===== config.mk =====
export PLATFORM = sky130hd
export DESIGN_NAME = alu_exec_ctrl
export DESIGN_NICKNAME = d
export VERILOG_FILES = /design/src/rtl/alu_exec_ctrl.sv
export SDC_FILE = /design/constraint.sdc
export NUM_CORES = 2
export LEC_CHECK = 0
export ABC_CLOCK_PERIOD_IN_PS = 5500
export BUFFER_PORTS_ARGS = -buffer_cell sky130_fd_sc_hd__buf_2
export CAP_MARGIN = 30
export CORE_MARGIN = 1
export CORE_UTILIZATION = 51
export DETAILED_ROUTE_END_ITERATION = 16
export PLACE_DENSITY = 0.68
export SLEW_MARGIN = 20
export SYNTH_ARGS = -nofsm -noshare
export SYNTH_HDL_FRONTEND = slang
export SYNTH_SLANG_ARGS = --single-unit

===== constraint.sdc =====
create_clock -name clk -period 5.5 [get_ports clk]
set_input_delay 0.275 -clock clk [delete_from_list [all_inputs] [get_ports clk]]
set_output_delay 0.275 -clock clk [all_outputs]
set_load 0.01 [all_outputs]

===== src/rtl/alu_exec_ctrl.sv =====
// rtl/alu_exec_ctrl.sv - execute-stage ALU with ALUop/funct decode and iterative mult/div into HI/LO
module alu_exec_ctrl #(
  parameter int WIDTH = 32
) (
  input  logic                     clk,
  input  logic                     reset,
  input  logic                     in_valid,
  output logic                     in_ready,
  input  logic [2:0]               ALUop,
  input  logic [5:0]               funct,
  input  logic [$clog2(WIDTH)-1:0] shamt,
  input  logic [WIDTH-1:0]         operand_a,
  input  logic [WIDTH-1:0]         operand_b,
  output logic                     out_valid,
  output logic [WIDTH-1:0]         result,
  output logic                     zero,
  output logic                     overflow
);
  localparam int SHW = $clog2(WIDTH);

  typedef enum logic [1:0] {S_IDLE, S_MUL, S_DIV, S_FIX} state_e;

  state_e             state_q;
  logic [SHW:0]       cnt_q;
  logic               is_div_q, prod_neg_q, a_neg_q, b_zero_q;
  logic [WIDTH-1:0]   a_q, mcand_q, hi_q, lo_q;
  // mult: {accumulator, multiplier}; div: {remainder, dividend/quotient}
  logic [2*WIDTH-1:0] prod_q;
  logic               out_valid_q, zero_q, overflow_q;
  logic [WIDTH-1:0]   result_q;

  logic [WIDTH-1:0]   sum, diff, alu_res;
  logic               add_ovf, sub_ovf, alu_ovf, start_mul, start_div, sgn;
  logic [WIDTH-1:0]   mag_a, mag_b;

  assign sum     = operand_a + operand_b;
  assign diff    = operand_a - operand_b;
  assign add_ovf = (operand_a[WIDTH-1] == operand_b[WIDTH-1]) && (sum[WIDTH-1] != operand_a[WIDTH-1]);
  assign sub_ovf = (operand_a[WIDTH-1] != operand_b[WIDTH-1]) && (diff[WIDTH-1] != operand_a[WIDTH-1]);

  always_comb begin
    alu_res   = sum;
    alu_ovf   = 1'b0;
    start_mul = 1'b0;
    start_div = 1'b0;
    sgn       = 1'b0;
    case (ALUop)
      3'b000: alu_ovf = add_ovf;
      3'b001: begin alu_res = diff; alu_ovf = sub_ovf; end
      3'b011: alu_res = operand_a | operand_b;
      3'b100: alu_res = operand_a & operand_b;
      3'b010: begin
        case (funct)
          6'b100000: alu_ovf = add_ovf;
          6'b100010: begin alu_res = diff; alu_ovf = sub_ovf; end
          6'b100011: alu_res = diff;
          6'b100100: alu_res = operand_a & operand_b;
          6'b100101: alu_res = operand_a | operand_b;
          6'b100110: alu_res = operand_a ^ operand_b;
          6'b100111: alu_res = ~(operand_a | operand_b);
          6'b101010: alu_res = {{(WIDTH-1){1'b0}}, $signed(operand_a) < $signed(operand_b)};
          6'b101011: alu_res = {{(WIDTH-1){1'b0}}, operand_a < operand_b};
          6'b000000: alu_res = operand_b << shamt;
          6'b000010: alu_res = operand_b >> shamt;
          6'b000011: alu_res = $unsigned($signed(operand_b) >>> shamt);
          6'b010000: alu_res = hi_q;
          6'b010010: alu_res = lo_q;
          6'b011000: begin start_mul = 1'b1; sgn = 1'b1; end
          6'b011001: start_mul = 1'b1;
          6'b011010: begin start_div = 1'b1; sgn = 1'b1; end
          6'b011011: start_div = 1'b1;
          default: alu_res = sum;
        endcase
      end
      default: alu_res = sum;
    endcase
  end

  assign mag_a = (sgn && operand_a[WIDTH-1]) ? (~operand_a + 1'b1) : operand_a;
  assign mag_b = (sgn && operand_b[WIDTH-1]) ? (~operand_b + 1'b1) : operand_b;

  logic [WIDTH:0]     mul_sum, div_shift, div_trial;
  logic [2*WIDTH-1:0] mul_next, div_next, prod_fix;
  logic [WIDTH-1:0]   quo_fix, rem_fix, fix_hi, fix_lo;

  assign mul_sum   = {1'b0, prod_q[2*WIDTH-1:WIDTH]} + (prod_q[0] ? {1'b0, mcand_q} : '0);
  assign mul_next  = {mul_sum, prod_q[WIDTH-1:1]};
  assign div_shift = {prod_q[2*WIDTH-1:WIDTH], prod_q[WIDTH-1]};
  assign div_trial = div_shift - {1'b0, mcand_q};
  assign div_next  = div_trial[WIDTH] ? {div_shift[WIDTH-1:0], prod_q[WIDTH-2:0], 1'b0}
                                      : {div_trial[WIDTH-1:0], prod_q[WIDTH-2:0], 1'b1};

  // Magnitude results get their signs back here; divide-by-zero bypasses the engine result
  assign prod_fix = prod_neg_q ? ('0 - prod_q) : prod_q;
  assign quo_fix  = prod_neg_q ? ('0 - prod_q[WIDTH-1:0]) : prod_q[WIDTH-1:0];
  assign rem_fix  = a_neg_q ? ('0 - prod_q[2*WIDTH-1:WIDTH]) : prod_q[2*WIDTH-1:WIDTH];

  always_comb begin
    fix_hi = prod_fix[2*WIDTH-1:WIDTH];
    fix_lo = prod_fix[WIDTH-1:0];
    if (is_div_q) begin
      fix_hi = b_zero_q ? a_q : rem_fix;
      fix_lo = b_zero_q ? '1 : quo_fix;
    end
  end

  always_ff @(posedge clk) begin
    if (reset) begin
      state_q     <= S_IDLE;
      cnt_q       <= '0;
      is_div_q    <= 1'b0;
      prod_neg_q  <= 1'b0;
      a_neg_q     <= 1'b0;
      b_zero_q    <= 1'b0;
      a_q         <= '0;
      mcand_q     <= '0;
      prod_q      <= '0;
      hi_q        <= '0;
      lo_q        <= '0;
      out_valid_q <= 1'b0;
      result_q    <= '0;
      zero_q      <= 1'b0;
      overflow_q  <= 1'b0;
    end else begin
      out_valid_q <= 1'b0;
      case (state_q)
        S_IDLE: begin
          if (in_valid) begin
            if (start_mul || start_div) begin
              state_q    <= start_mul ? S_MUL : S_DIV;
              cnt_q      <= (SHW+1)'(WIDTH);
              is_div_q   <= start_div;
              prod_neg_q <= sgn && (operand_a[WIDTH-1] ^ operand_b[WIDTH-1]);
              a_neg_q    <= sgn && operand_a[WIDTH-1];
              b_zero_q   <= (operand_b == '0);
              a_q        <= operand_a;
              mcand_q    <= start_mul ? mag_a : mag_b;
              prod_q     <= {{WIDTH{1'b0}}, start_mul ? mag_b : mag_a};
            end else begin
              out_valid_q <= 1'b1;
              result_q    <= alu_res;
              zero_q      <= (alu_res == '0);
              overflow_q  <= alu_ovf;
            end
          end
        end
        S_MUL, S_DIV: begin
          prod_q <= (state_q == S_MUL) ? mul_next : div_next;
          cnt_q  <= cnt_q - 1'b1;
          if (cnt_q == (SHW+1)'(1)) state_q <= S_FIX;
        end
        default: begin
          hi_q        <= fix_hi;
          lo_q        <= fix_lo;
          out_valid_q <= 1'b1;
          result_q    <= fix_lo;
          zero_q      <= (fix_lo == '0);
          overflow_q  <= 1'b0;
          state_q     <= S_IDLE;
        end
      endcase
    end
  end

  assign in_ready  = (state_q == S_IDLE);
  assign out_valid = out_valid_q;
  assign result    = result_q;
  assign zero      = zero_q;
  assign overflow  = overflow_q;
endmodule


# Word-level counts from Yosys, hierarchy flattened
# Cells that the tools add are included.
# word_totals
reg_bits	239
output_inout_bits	36
# classes
n_addsub	10
n_lt_le_gt_ge	2
eq_ne	32
shifts	3
mux	47
bitwise	8
n_reduce_logical	23
# ops
op	count
$mux 32	13
$pmux 32 s12	1
$mux 64	5
$pmux 32 s4	1
$pmux 64 s2	1
$logic_not 32->1	3
$not 32->32	3
$add 32x1->32 const B	2
$lt 32x32->1	2
$pmux 32 s2	1
$sub 1x32->32 const A	2
$sub 1x64->64 const A	1
$eq 6x6->1 const B	9
$eq 6x5->1 const B	6
$add 32x32->33	1
$sub 33x32->33	1
$add 32x32->32	1
$and 32x32->32	1
$or 32x32->32	1
$shl 32x5->32	1
$shr 32x5->32	1
$sshr 32x5->32	1
$sub 32x32->32	1
$xor 32x32->32	1
other kinds (30)	65

# Depth between registers and ports, before layout
# logic_depth
word_depth	10
ltp_mapped	18
depth_no_buf	16

# Least setup slack after synthesis
# OpenSTA, ideal clock, no wires.
# synth_timing
path_type	input-to-reg
startpoint	input port operand_b[8]
endpoint	register zero_q, in the netlist zero
setup_time_ns	0.096
arrival_time_ns	3.981
required_time_ns	5.404
slack_ns	1.423
path_stages	16
n_path_buf	2
path_cell_list	clkbuf_1 inv_1 ha_1 clkbuf_1 and4_1 and3_1 a21boi_2 o211a_2 a211o_1 o21ai_1 mux2_2 or3b_1 a22o_1 a2111oi_0 nand4b_1 o41ai_2
# synth_via
elab_chain_cells	8
word_cells_on_any_way	17
classes_between	add/sub (2); order compare (2); shift (3); mux (5); bitwise (4); reduce/logical (1)
# synth_rtl
element	line_no	text
start, declared	13	input logic [WIDTH-1:0] operand_b,
branches (longest 3 deep; another with $add 32x32->32)	-	
$pmux 32 s4 *	47	case (ALUop)
$logic_not 32->1 *	142	zero_q <= (alu_res == '0);
$mux 1 *	129	if (start_mul || start_div) begin
$mux 1 *	128	if (in_valid) begin
$pmux 1 s2 *	126	case (state_q)
end signal, assigned	142	
end signal, assigned	157	zero_q <= (fix_lo == '0);
end, declared	29	logic out_valid_q, zero_q, overflow_q;
# Mark *: on every way between the ends. The select of a mux whose other input is x is not followed.
# A chain may end at the register's enable or synchronous reset.

# Worst setup path after layout
# layout_timing
startpoint	input port operand_b[7]
endpoint	register zero_q, in the netlist zero
# The elaborated chain is that of the path after synthesis.

==> impl_metrics.toml <==
[outcome]
run_status = "finished clean"

[global_route]
grt_overflow = 0
first_global_vias = 31600
grt_max_degree = 80
groute.usage.overall_pct = 50.2
antenna_found_initial = 15
grt_first_pass_wirelength_mm = 223

[power_and_ir_drop]
maximum_resistive_drop_on_vdd_v = 0.000507
power_density_mw_per_mm2 = 200
total_power_mw = 6.57
power.leakage_nw = 13.1
cell_internal_pwr_mw = 3.87
power.share.combinational_pct = 40.3
p_clk_share_pct = 31.7
power.share.sequential_pct = 28.0
switching_share_pct = 41.2
power.switching_mw = 2.71

[setup_path]
worst-endpoint-required_ns = 6.01
slowest_delay_ns = 0.76
worst-r2r-setup-slack_ns = 0.76
slowest_stage = "a21oi_1"
crit_end = "zero$_SDFFE_PP0P_"
crit_chain = "buf_2, inv_1, ha_1, nor3_1, nand2_1, o211a_1, nand3_1, nand3_1, a21oi_1, a21boi_0, o21ai_0, a31oi_1, a2111oi_0, nand4b_1, o41ai_2"
worst-setup-path-type = "in -> reg"
kind_of_launch_point_of_the_worst_setup_path = "input port"
reg2reg_to = "hi_q[28]$_SDFFE_PP0N_"
worstReg2RegStart = "prod_q[0]$_SDFFE_PP0P_"
critical-path-top-cell-by-count = "nand3_1"
crit_fanout = 15
rr_worst_depth = 14
crit_arrival_ns = 5.37
critPathLaunch = "operand_b[7]"
critical_path.endpoint_type = "flop"

[synthesis]
postSynthRegisterBits = 239
synth_warnings = 0
dominantRegCellSynth = "dfxtp_1"
synthTopCellsByArea = "dfxtp_1, ha_1, nor2_1"
synth.lib_cells_used.distinct = 107
synth-edff-count = 0
synth_nets = 4516
post_synth.cell_area_avg_um2 = 7.15
synth-async-reset-ratio_pct = 0
seq_total_area_yosys_pct = 15.7
synth.largest_area_cell = "dfxtp_1"
share_of_yosys_cell_area_claimed_by_the_top_area_cell_type_pct = 15.7
syn_area_mm2 = 0.0305
syn_inst = 4261

[cells_and_area]
layout-area-overhead-vs-synth_pct = 8.07
layout.cells.non_filler = 5015
nNetsFinal = 4470
layout-drive-gt1-share_pct = 12.5
highest_count_cells_in_the_layout_ignoring_fill_and_taps = "nor2_1, nand2_1, a21oi_1"
mostFrequentLayoutCell = "nor2_1"
multi_input_comb_area_mm2 = 0.0236
fillerInstances = 5879
final-seq-area_mm2 = 0.00479

[sta]
slew_headroom_pct = 24.9
final-setup-viol-count = 0
worst_clock_skew_ns = 0.0505
layout_min_cycle_time_ns = 4.86
finalSetupTns_ns = 0
post_route_worst_hold_slack_ns = 0.00710
max_freq_mhz = 206
period_share_pct = 88.3
worst_pin_slew_ns = 1.11
finalHoldViolCount = 0
worst_slack_ns = 0.644
unrepaired_setup_endpoints_after_global_routing = "false"
report.final.slew_viol_count = 0

[run]
max_capacitance_violation_count = 0

[clocking]
cts-root-to-sink-buffers = 3
clock_tree.root_cell = "clkbuf_16"
clock_sinks = 239
tritoncts_clock_tree = "yes"
tritoncts.num_buffers = 29
cts.reportedPaths.clkPinSlew_ns = 0.06
cts_max_level = 1
insertion_delay_ns = 0.62

[floorplanning]
fp.dieArea_mm2 = 0.0607
dieWidth_um = 246
die_height_um = 246
placement_rows = 89
core_mm2 = 0.0590
ioPinCount = 117
initial_utilization_pct = 51.6

[drt]
first_iter_violations = 5880
detailedRoute.firstPassIterationCount = 8
vias = 35900
detail_route.vias_per_cell = 7.16
wl_mm = 158
drt-wirelength-per-cell_um = 31.5
antenna_violating_nets_post_route = 0
drt_drc_violations_left = 0

[place]
globalplace.congestion = 1.11
numPlacedInstances = 4952
place_ws_ns = 0.369
io_buffers = 116
detailed_place_hpwl_mm = 122

[worst_hold_path]
hold_class = "in -> reg"
worst_hold_path.num_cells = 3
layout make-up:
| cell class | count | share of cell area [%] |
|---|---|---|
| well taps | 773 | 2.94 |
| inverters | 161 | 1.84 |
| diodes | 7 | 0.0532 |
| clock buffers | 42 | 2.63 |
| repair buffers | 287 | 5.83 |
| multi-input cells | 3497 | 71.7 |
| clock inverters | 9 | 0.441 |
| flip-flops and latches | 239 | 14.5 |
sequential cells by signal (all words and copies together) (netlist names):
name        flops
prod_q         64
a_q            32
hi_q           32
lo_q           32
mcand_q        32
result         32
cnt_q           6
state_q         2
a_neg_q         1
b_zero_q        1
is_div_q        1
out_valid       1
overflow        1
prod_neg_q      1
zero            1
routing by layer:
metal,vias to the layer above,global-route usage [%],part of all wire [%],wire (um)
met5,-,1.23,0.094,149
met4,10,34.2,8.6,13600
met3,642,17.3,14,22800
met2,2841,68.0,38,60400
met1,16900,66.1,39,61200
li1,15500,-,-,-
worst max-delay path: cells and delay by family:
kind / cells / cell delay (ns)
buffers and inverters: 2 / 0.45
AO/OA/AOI/OAI: 7 / 3.00
AND/OR/NAND/NOR: 5 / 1.09
adder cells (fa/ha/maj): 1 / 0.53
power groups by stage:
stage	combinational (mW)	sequential, mW	clock (mW)
after floorplan	1.50	1.89	0
after global placement	2.48	1.87	0
after detailed placement	2.47	1.88	0
after CTS	2.48	1.84	2.09
after global routing	2.71	1.85	2.16
final	2.65	1.84	2.09
stage by stage:
stage                     cell area (um2)  utilization [%]
after detailed placement            31900             54.0
after CTS                           32900             55.7
after global routing                32900             55.8
final                               32900             55.8
after global placement              31800             53.9
after floorplan                     30500                -
synth_stat cells (39+ instances only):
cell	number
a211oi_1	120
a21o_1	74
a21oi_1	356
a22oi_1	44
a311oi_1	43
a31oi_1	60
buf_2	48
clkbuf_1	273
dfxtp_1	239
ha_1	170
inv_1	156
mux2_2	53
mux2i_1	129
mux4_2	63
nand2_1	447
nand2b_1	55
nand3_1	86
nor2_1	496
nor3_1	112
o211ai_1	82
o21ai_0	221
o31ai_1	39
or3_1	39
xnor2_1	174
xor2_1	45
repair_timing:
item                      CTS  global route
hold buffers                2             0
resized for setup           0             0
buffers inserted            0             0
hold endpoints to repair    2             0
logic make-up after synthesis:
kind of cell	share of synthesized area, %
adder cells (fa/ha/maj)	7.28
AO/OA/AOI/OAI	30.3
XOR/XNOR	6.30
flip-flops	15.7
AND/OR/NAND/NOR	22.5
multiplexers	10.9
buffers and inverters	7.09
worst min path at each step:
stage,slack [ns],end,startpoint
5_1_grt,0.02,a_q[30]$_SDFFE_PP0P_,operand_a[30]
3_5_place_dp,0.44,mcand_q[1]$_SDFFE_PP0P_,mcand_q[1]$_SDFFE_PP0P_
2_1_floorplan,0.41,a_q[30]$_SDFFE_PP0P_,operand_a[30]
4_1_cts,0.002,a_q[29]$_SDFFE_PP0P_,operand_a[29]
6_report,0.007,a_q[29]$_SDFFE_PP0P_,operand_a[29]
3_3_place_gp,0.44,result[27]$_SDFFE_PP0P_,result[27]$_SDFFE_PP0P_
(Power assumes the default switching activity.)
